==> config.mk <==
export PLATFORM = sky130hd
export DESIGN_NAME = seg_scan
export DESIGN_NICKNAME = d
export VERILOG_FILES = /design/src/rtl/seg_scan.sv
export SDC_FILE = /design/constraint.sdc
export NUM_CORES = 1
export LEC_CHECK = 0
export ABC_AREA = 0
export CAP_MARGIN = 20
export CORE_MARGIN = 2
export CORE_UTILIZATION = 44
export CTS_CLUSTER_SIZE = 20
export DETAILED_ROUTE_END_ITERATION = 8
export GPL_ROUTABILITY_DRIVEN = 1
export PLACE_DENSITY_LB_ADDON = 0.3
export SYNTH_ARGS = -nofsm -noshare
export SYNTH_HDL_FRONTEND = slang
export SYNTH_SLANG_ARGS = --single-unit
==> constraint.sdc <==
create_clock -name sys_clk -period 4.8 [get_ports sys_clk]
set_input_delay 1.44 -clock sys_clk [delete_from_list [all_inputs] [get_ports sys_clk]]
set_output_delay 1.44 -clock sys_clk [all_outputs]
set_load 0.05 [all_outputs]
==> src/rtl/seg_scan.sv <==
// Multiplexed seven-segment scan driver (common anode, active-low selects and segments).
// Loads are staged in a pending set and committed at the frame boundary; define SEG_LZB_EN for leading-zero blanking.
module seg_scan #(
  parameter int DIGITS    = 6,
  parameter int SCAN_DIV  = 50000,
  parameter int BLANK_CYC = 4
) (
  input  logic                sys_clk,
  input  logic                sys_rst_n,
  input  logic                load,
  input  logic [4*DIGITS-1:0] data_in,
  input  logic [DIGITS-1:0]   dp_in,
  input  logic [DIGITS-1:0]   en_in,
  output logic [DIGITS-1:0]   sel,
  output logic [7:0]          seg_led,
  output logic                pending,
  output logic                frame_done
);

  localparam int CNT_W = $clog2(SCAN_DIV);
  localparam int IDX_W = (DIGITS > 1) ? $clog2(DIGITS) : 1;

  localparam logic [CNT_W-1:0] CNT_LAST  = CNT_W'(SCAN_DIV - 1);
  localparam logic [CNT_W-1:0] BLANK_END = CNT_W'(BLANK_CYC);
  localparam logic [IDX_W-1:0] IDX_LAST  = IDX_W'(DIGITS - 1);

  logic [CNT_W-1:0]    cnt_q, cnt_d;
  logic [IDX_W-1:0]    idx_q, idx_d;
  logic [4*DIGITS-1:0] pend_data_q, pend_data_d, act_data_q, act_data_d;
  logic [DIGITS-1:0]   pend_dp_q, pend_dp_d, act_dp_q, act_dp_d;
  logic [DIGITS-1:0]   pend_en_q, pend_en_d, act_en_q, act_en_d;
  logic                pending_q, pending_d;
  logic                frame_done_q;
  logic [DIGITS-1:0]   sel_q, sel_d;
  logic [7:0]          seg_q, seg_d;
  logic                boundary;
  logic [DIGITS-1:0]   en_eff;

  function automatic logic [6:0] font(input logic [3:0] nib);
    case (nib)
      4'h0: font = 7'h40;
      4'h1: font = 7'h79;
      4'h2: font = 7'h24;
      4'h3: font = 7'h30;
      4'h4: font = 7'h19;
      4'h5: font = 7'h12;
      4'h6: font = 7'h02;
      4'h7: font = 7'h78;
      4'h8: font = 7'h00;
      4'h9: font = 7'h10;
      4'hA: font = 7'h08;
      4'hB: font = 7'h03;
      4'hC: font = 7'h46;
      4'hD: font = 7'h21;
      4'hE: font = 7'h06;
      default: font = 7'h0E;
    endcase
  endfunction

  assign boundary = (cnt_q == CNT_LAST) && (idx_q == IDX_LAST);

  always_comb begin
    // NOTE: every comb output gets a default first so no path leaves it unassigned (no latch).
    cnt_d = cnt_q + 1'b1;
    idx_d = idx_q;
    if (cnt_q == CNT_LAST) begin
      cnt_d = '0;
      idx_d = (idx_q == IDX_LAST) ? '0 : idx_q + 1'b1;
    end
  end

  // A load on the boundary cycle beats an older pending load and skips the pending set.
  always_comb begin
    pend_data_d = pend_data_q;
    pend_dp_d   = pend_dp_q;
    pend_en_d   = pend_en_q;
    pending_d   = pending_q;
    act_data_d  = act_data_q;
    act_dp_d    = act_dp_q;
    act_en_d    = act_en_q;
    if (boundary) begin
      pending_d = 1'b0;
      if (load) begin
        act_data_d = data_in;
        act_dp_d   = dp_in;
        act_en_d   = en_in;
      end else if (pending_q) begin
        act_data_d = pend_data_q;
        act_dp_d   = pend_dp_q;
        act_en_d   = pend_en_q;
      end
    end else if (load) begin
      pend_data_d = data_in;
      pend_dp_d   = dp_in;
      pend_en_d   = en_in;
      pending_d   = 1'b1;
    end
  end

`ifdef SEG_LZB_EN
  // Zeros left of the first nonzero (or dp-lit) enabled digit go dark; digit 0 always shows.
  always_comb begin : lzb_mask
    logic lead;
    lead   = 1'b1;
    en_eff = act_en_q;
    for (int k = DIGITS - 1; k >= 1; k--) begin
      if (lead && act_en_q[k]) begin
        if (act_data_q[4*k +: 4] == 4'h0 && !act_dp_q[k]) en_eff[k] = 1'b0;
        else lead = 1'b0;
      end
    end
  end
`else
  assign en_eff = act_en_q;
`endif

  always_comb begin : slot_out
    logic [3:0]        cur_nib;
    logic              cur_dp;
    logic              cur_en;
    logic [DIGITS-1:0] sel_on;
    cur_nib = 4'h0;
    cur_dp  = 1'b0;
    cur_en  = 1'b0;
    sel_on  = '1;
    for (int k = 0; k < DIGITS; k++) begin
      if (idx_q == IDX_W'(k)) begin
        cur_nib   = act_data_q[4*k +: 4];
        cur_dp    = act_dp_q[k];
        cur_en    = en_eff[k];
        sel_on[k] = 1'b0;
      end
    end
    if ((cnt_q < BLANK_END) || !cur_en) begin
      sel_d = '1;
      seg_d = 8'hFF;
    end else begin
      sel_d = sel_on;
      seg_d = {~cur_dp, font(cur_nib)};
    end
  end

  // NOTE: sequential state uses non-blocking assignments only; the register sets are reset too,
  // so the display is dark and any staged load is dropped when reset is asserted.
  always_ff @(posedge sys_clk or negedge sys_rst_n) begin
    if (!sys_rst_n) begin
      cnt_q        <= '0;
      idx_q        <= '0;
      pend_data_q  <= '0;
      pend_dp_q    <= '0;
      pend_en_q    <= '0;
      pending_q    <= 1'b0;
      act_data_q   <= '0;
      act_dp_q     <= '0;
      act_en_q     <= '0;
      frame_done_q <= 1'b0;
      sel_q        <= '1;
      seg_q        <= 8'hFF;
    end else begin
      cnt_q        <= cnt_d;
      idx_q        <= idx_d;
      pend_data_q  <= pend_data_d;
      pend_dp_q    <= pend_dp_d;
      pend_en_q    <= pend_en_d;
      pending_q    <= pending_d;
      act_data_q   <= act_data_d;
      act_dp_q     <= act_dp_d;
      act_en_q     <= act_en_d;
      frame_done_q <= boundary;
      sel_q        <= sel_d;
      seg_q        <= seg_d;
    end
  end

  assign sel        = sel_q;
  assign seg_led    = seg_q;
  assign pending    = pending_q;
  assign frame_done = frame_done_q;

endmodule

**After elaboration in Yosys (flattened, before gate mapping)**

Memory sizes are Yosys's and may differ from the RTL's.
Cells that the tools add are included.

- Flip-flop bits (word level): 107
- Latch bits: 0
- Memory bits (writable): 0
- Memory bits (read-only): 112
- Input port bits: 39
- Output and inout bits: 16
- Word-level logic and storage cells: 68
- Memories: 1

Memory list:

| memory | words | bits a word | read ports | clocked after memory_dff | write ports | RTL line | source |
|---|---|---|---|---|---|---|---|
| (name not given) | 16 | 7 | 1 | 0 | 0 | 40 | `case (nib)` |

- Add/subtract/negate cells: 2
- $mul: 0
- Divide/modulo/power cells: 0
- Magnitude comparators: 1
- Equal/unequal tests: 6
- Shifts and indexed selects: 0
- Multiplexer cells: 36
- Bitwise logic cells: 2
- Reduce and logical (&&, ||, !) cells: 8

Operator list:

| kind | number |
|---|---|
| two-way mux 24 bit | 2 |
| two-way mux 6 bit | 5 |
| two-way mux 4 bit | 6 |
| two-way mux 1 bit | 20 |
| adder 16 x 1 -> 16 bit, second input constant | 1 |
| equality test 16 bit, second input constant | 1 |
| less-than comparator 16 x 3 -> 1 bit, second input constant | 1 |
| two-way mux 16 bit | 1 |
| two-way mux 8 bit | 1 |
| equality test 3 x 2 -> 1 bit, second input constant | 2 |
| equality test 3 bit, second input constant | 2 |
| AND reduction 2 bit | 2 |
| nonzero test 2 bit | 2 |
| adder 3 x 1 -> 3 bit, second input constant | 1 |
| equality test 3 x 1 -> 1 bit, second input constant | 1 |
| logical NOT 3 bit | 1 |
| two-way mux 3 bit | 1 |
| NOT 1 bit | 2 |
| logical AND 1 bit | 1 |
| logical NOT 1 bit | 1 |
| logical OR 1 bit | 1 |

**Logic depth before layout (Yosys ltp)**

- Depth after elaboration: 10
- Depth in mapped cells: 13
- Mapped depth without buffers: 11

**Worst setup path before layout**

No wires, ideal clock.

- Path kind: input to register
- Start: input port load
- End: register act_data_q[10]
- Setup time: 0.119 ns
- Arrival time: 2.663 ns
- Required time: 4.681 ns
- Slack: 2.018 ns
- Stages: 4
- Path buffers: 2
- Cells stage by stage: clkbuf_1 clkbuf_1 mux2i_1 o21ai_2

- Cells in the longest elaborated chain, start to end: 2
- Elaborated cells between the ends (all ways): 3
- Those cells by class: 1 x mux; 2 x reduce/logical

RTL lines:

| item | RTL line | source |
|---|---|---|
| from (decl) | 10 | `input logic load,` |
| nonzero test 2 bit (no line) | -- |  |
| AND reduction 2 bit (no line) | -- |  |
| to (signal assigned) | 166 | `act_data_q <= act_data_d;` |
| to (decl) | 29 | `logic [4*DIGITS-1:0] pend_data_q, pend_data_d, act_data_q, act_data_d;` |

Several ways; a longest one is shown, not always the timed one.
A chain may end at the register's enable or synchronous reset.

**Worst setup path after layout**

- Start: register idx_q[0]
- End: register seg_q[3], in the netlist seg_led[3]

- Cells in the longest elaborated chain, start to end: 10
- Elaborated cells between the ends (all ways): 22
- Those cells by class: 5 x eq/ne; 13 x mux; 3 x reduce/logical; 1 x memory

RTL lines:

| item | RTL line | source |
|---|---|---|
| from (decl) | 28 | `logic [IDX_W-1:0] idx_q, idx_d;` |
| from (signal assigned) | 161 | `idx_q <= idx_d;` |
| parallel branches: the longest is 9 deep, another holds memory (16 x 7 bit) | -- |  |
| two-way mux 8 bit * | 134 | `if ((cnt_q < BLANK_END) \|\| !cur_en) begin` |
| via seg_d[3] | 35 | `logic [7:0] seg_q, seg_d;` |
| to (signal assigned) | 171 | `seg_q <= seg_d;` |
| to (decl) | 35 |  |

Mark *: on every way through the listed nets, which the timed path passes.

==> reports/qor.csv <==
stage;metric;value;unit
critical_path;Largest stage delay, worst path;760;ps
synthesis;synthesized area;5120;um^2
placed_design;Detailed Place HPWL;6770;um
timing;Worst slew margin;0.353;
layout;commonest non-fill, non-tap cell in the layout;dfrtp_1;
power;pwr dens;328;nW/um^2
routing;DR WL met3;461;um
layout;# diodes;0;
clock_network;CTS tree;done;
layout;Final Non-Filler Cells;633;
critical_path;Reg-to-Reg End;seg_led[3]$_DFF_PN1_;
synthesis;register area share after synthesis;0.526;
routing;initial DRC count;114;
grt;initial antenna violation count;0;
routing;via count;3363;
clock_network;Sinks on Clock Net;107;
floorplanning;row count;39;
synthesis;Ys Warns;0;
critical_path;R2R Path Start;idx_q[0]$_DFFE_PN0N_;
grt;largest net degree at the start of global routing;73;
critical_path;Crit path depth;10;
synthesis;EDFF count, synth;0;
synthesis;asr flop ratio synth;1.00;
timing;Slew Limit Fails;0;
synthesis;syn_area_per_cell;11.7;um^2
clock_network;number of gates resized after cts;0;
floorplanning;Die Area;12500;um^2
clock_network;Reg clk slew, reported paths;70;ps
floorplanning;core footprint;11400;um^2
floorplanning;DIE WIDTH;112;um
critical_path;Critical Path Source;idx_q[0]$_DFFE_PN0N_;
critical_path;worst path arrival time;3500;ps
routing;ANT nets after route;0;
synthesis;synth top area cells;dfrtp_1 (45%), mux2i_1 (9.4%), mux2_2 (8.8%);
synthesis;post-synthesis sequential element count;107;
placed_design;placed cells;617;
job;Max Cap Viol;0;
grt;first-pass GRT wire length;16300;um
routing;DR WL met2;4280;um
clock_network;CTS Buf Count;9;
timing;Setup Viol. Count Final;0;
timing;fmax;0.306;GHz
grt;vias in the first global route;3285;
floorplanning;die height;112;um
power;Pwr Total;1.99;mW
critical_path;Worst path slowest cell;dfrtp_1;
routing;wl on met1;4560;um
power;Peak VDD IR;214;uV
clock_network;Root Driver;clkbuf_16;
synthesis;Post-Synthesis Cells;439;
routing;DRC violations left;0;
placed_design;DP Area;5730;um^2
critical_path;crit-path leading delay family;compound AO/OA/AOI/OAI gates;
grt;GRT Total Usage;0.161;
clock_network;# hold bufs at CTS;0;
timing;Final period util;0.680;
hold_path;Worst Hold Class;flop to flop;
routing;top sig layer;met4;
clock_network;CTS Buffer Depth;2;
timing;Final Skew;8.12;ps
critical_path;worst path buffer plus inverter count;2;
critical_path;Register-to-Register Path Depth;10;
routing;DR WL/cell;15.0;um
critical_path;crit-path cells;inv_1 > nor2_1 > ha_1 > nand2b_1 > a31oi_1 > inv_1 > ha_1 > and2_1 > a21boi_0 > o211ai_1;
layout;Final #Nets;533;
clock_network;worst-skew pair later-pin latency;350;ps
timing;RSZ-0062 raised after global routing;false;
timing;Setup WS post-layout;1530;ps
timing;final hold vios;0;
floorplanning;initial core utilization;0.451;
synthesis;Post-Syn Nets;487;
synthesis;dominant cell type by area after synthesis;dfrtp_1;
critical_path;CP Class;flop to flop;
routing;Vias/cell;5.31;
layout;commonest non-fill, non-tap cells in the layout;dfrtp_1 (93), clkdlybuf4s50_1 (52), nand2_1 (51);
grt;GRT overflow;0;
critical_path;Setup crit end;seg_led[3]$_DFF_PN1_;
placed_design;gpl congestion;0.936;
power;Pleak;2.66;nW
placed_design;Place WS;1590;ps
critical_path;crit end category;flop;
layout;layout cells sized above 1;0.214;
timing;worst-margin pin slew;966;ps
critical_path;internal reg-to-reg setup slack;1530;ps
timing;shortest period the worst path allows;3270;ps
critical_path;crit path launch type;flop;
synthesis;Top FF cell, synth;dfrtp_1;
floorplanning;IO Pins;55;
routing;drt pass-1 iters;4;
hold_path;Worst Hold Launch;act_data_q[2]$_DFFE_PN0P_;
clock_network;post-CTS setup buffer count;0;
status;status;finished, final reports clean;
layout;synthesis-to-layout area growth;18.5;%
timing;setup TNS;0;ps
routing;DRT Wirelength;9480;um
synthesis;Distinct cells, synth;47;
critical_path;Worst Path Required;5030;ps
layout;fin area;6070;um^2
critical_path;CP Max Fanout;19;
placed_design;Port Buffer Count;54;
synthesis;top-area cell type share of the netlist area;0.454;
clock_network;H-tree Lvls;3;
power breakdown:
group	switching [mW]	internal, mW
combinational	0.0910	0.0930
sequential	0.0219	0.948
clock	0.316	0.522
total	0.429	1.56
tightest hold or removal path, stage by stage (launching register included):
cell and delay, ps:
dfrtp_1 340, nand2_1 60, o21ai_2 50
sequential cells by signal, indices dropped and copies added (netlist names):
signal,flops
act_data_q,24
act_dp_q,6
act_en_q,6
cnt_q,16
frame_done,1
idx_q,3
pend_data_q,24
pend_dp_q,6
pend_en_q,6
pending,1
seg_led,8
sel,6
metal layers:
metal  up-vias  track usage
met3        11       0.0397
li1       1646            -
met4         0       0.0469
met5         -            0
met2        75        0.246
met1      1631        0.229
kinds of logic after synthesis:
group	Yosys count	share of synthesized area
compound gates	72	0.100
xor+xnor	13	0.0222
fa+ha+maj	9	0.0220
buf+inv	30	0.0354
flops	107	0.526
mux	88	0.182
simple gates	120	0.113
worst min-delay path by stage:
| stage | to | slack (ps) | cells after the start |
|---|---|---|---|
| floorplan | act_data_q[11]$_DFFE_PN0P_ | 440 | 2 |
| global placement | act_data_q[2]$_DFFE_PN0P_ | 460 | 2 |
| detailed placement | act_data_q[2]$_DFFE_PN0P_ | 470 | 2 |
| CTS | act_data_q[2]$_DFFE_PN0P_ | 480 | 2 |
| global route | act_data_q[11]$_DFFE_PN0P_ | 510 | 2 |
| finish | act_data_q[2]$_DFFE_PN0P_ | 480 | 2 |
synth_stat cells, drive strengths merged (3+ instances only):
library cell / number
dfrtp: 93
a31oi: 3
clkbuf: 9
xnor2: 6
buf: 15
xor2: 7
o21ai: 47
or3: 5
nand3: 18
ha: 9
mux2: 40
nand2: 51
o211ai: 3
a21oi: 7
nor2: 20
mux2i: 48
nand2b: 5
nand4: 6
and3: 4
inv: 6
dfstp: 14
layout make-up:
cell class / instances / area (um^2)
Clock inverter: 5 / 100
Tap cell: 143 / 179
Clock buffer: 11 / 243
Multi-Input combinational cell: 302 / 2250
Inverter: 6 / 22.5
Fill cell: 1019 / 5300
Timing Repair Buffer: 59 / 583
Sequential cell: 107 / 2700
through the flow:
step            util  hold WS, ps
2_1_floorplan      -          444
3_3_place_gp   0.502          461
3_5_place_dp   0.504          466
4_1_cts        0.534          481
5_1_grt        0.534          507
6_report       0.534          480
No activity file was read; power rests on OpenSTA's default activity.
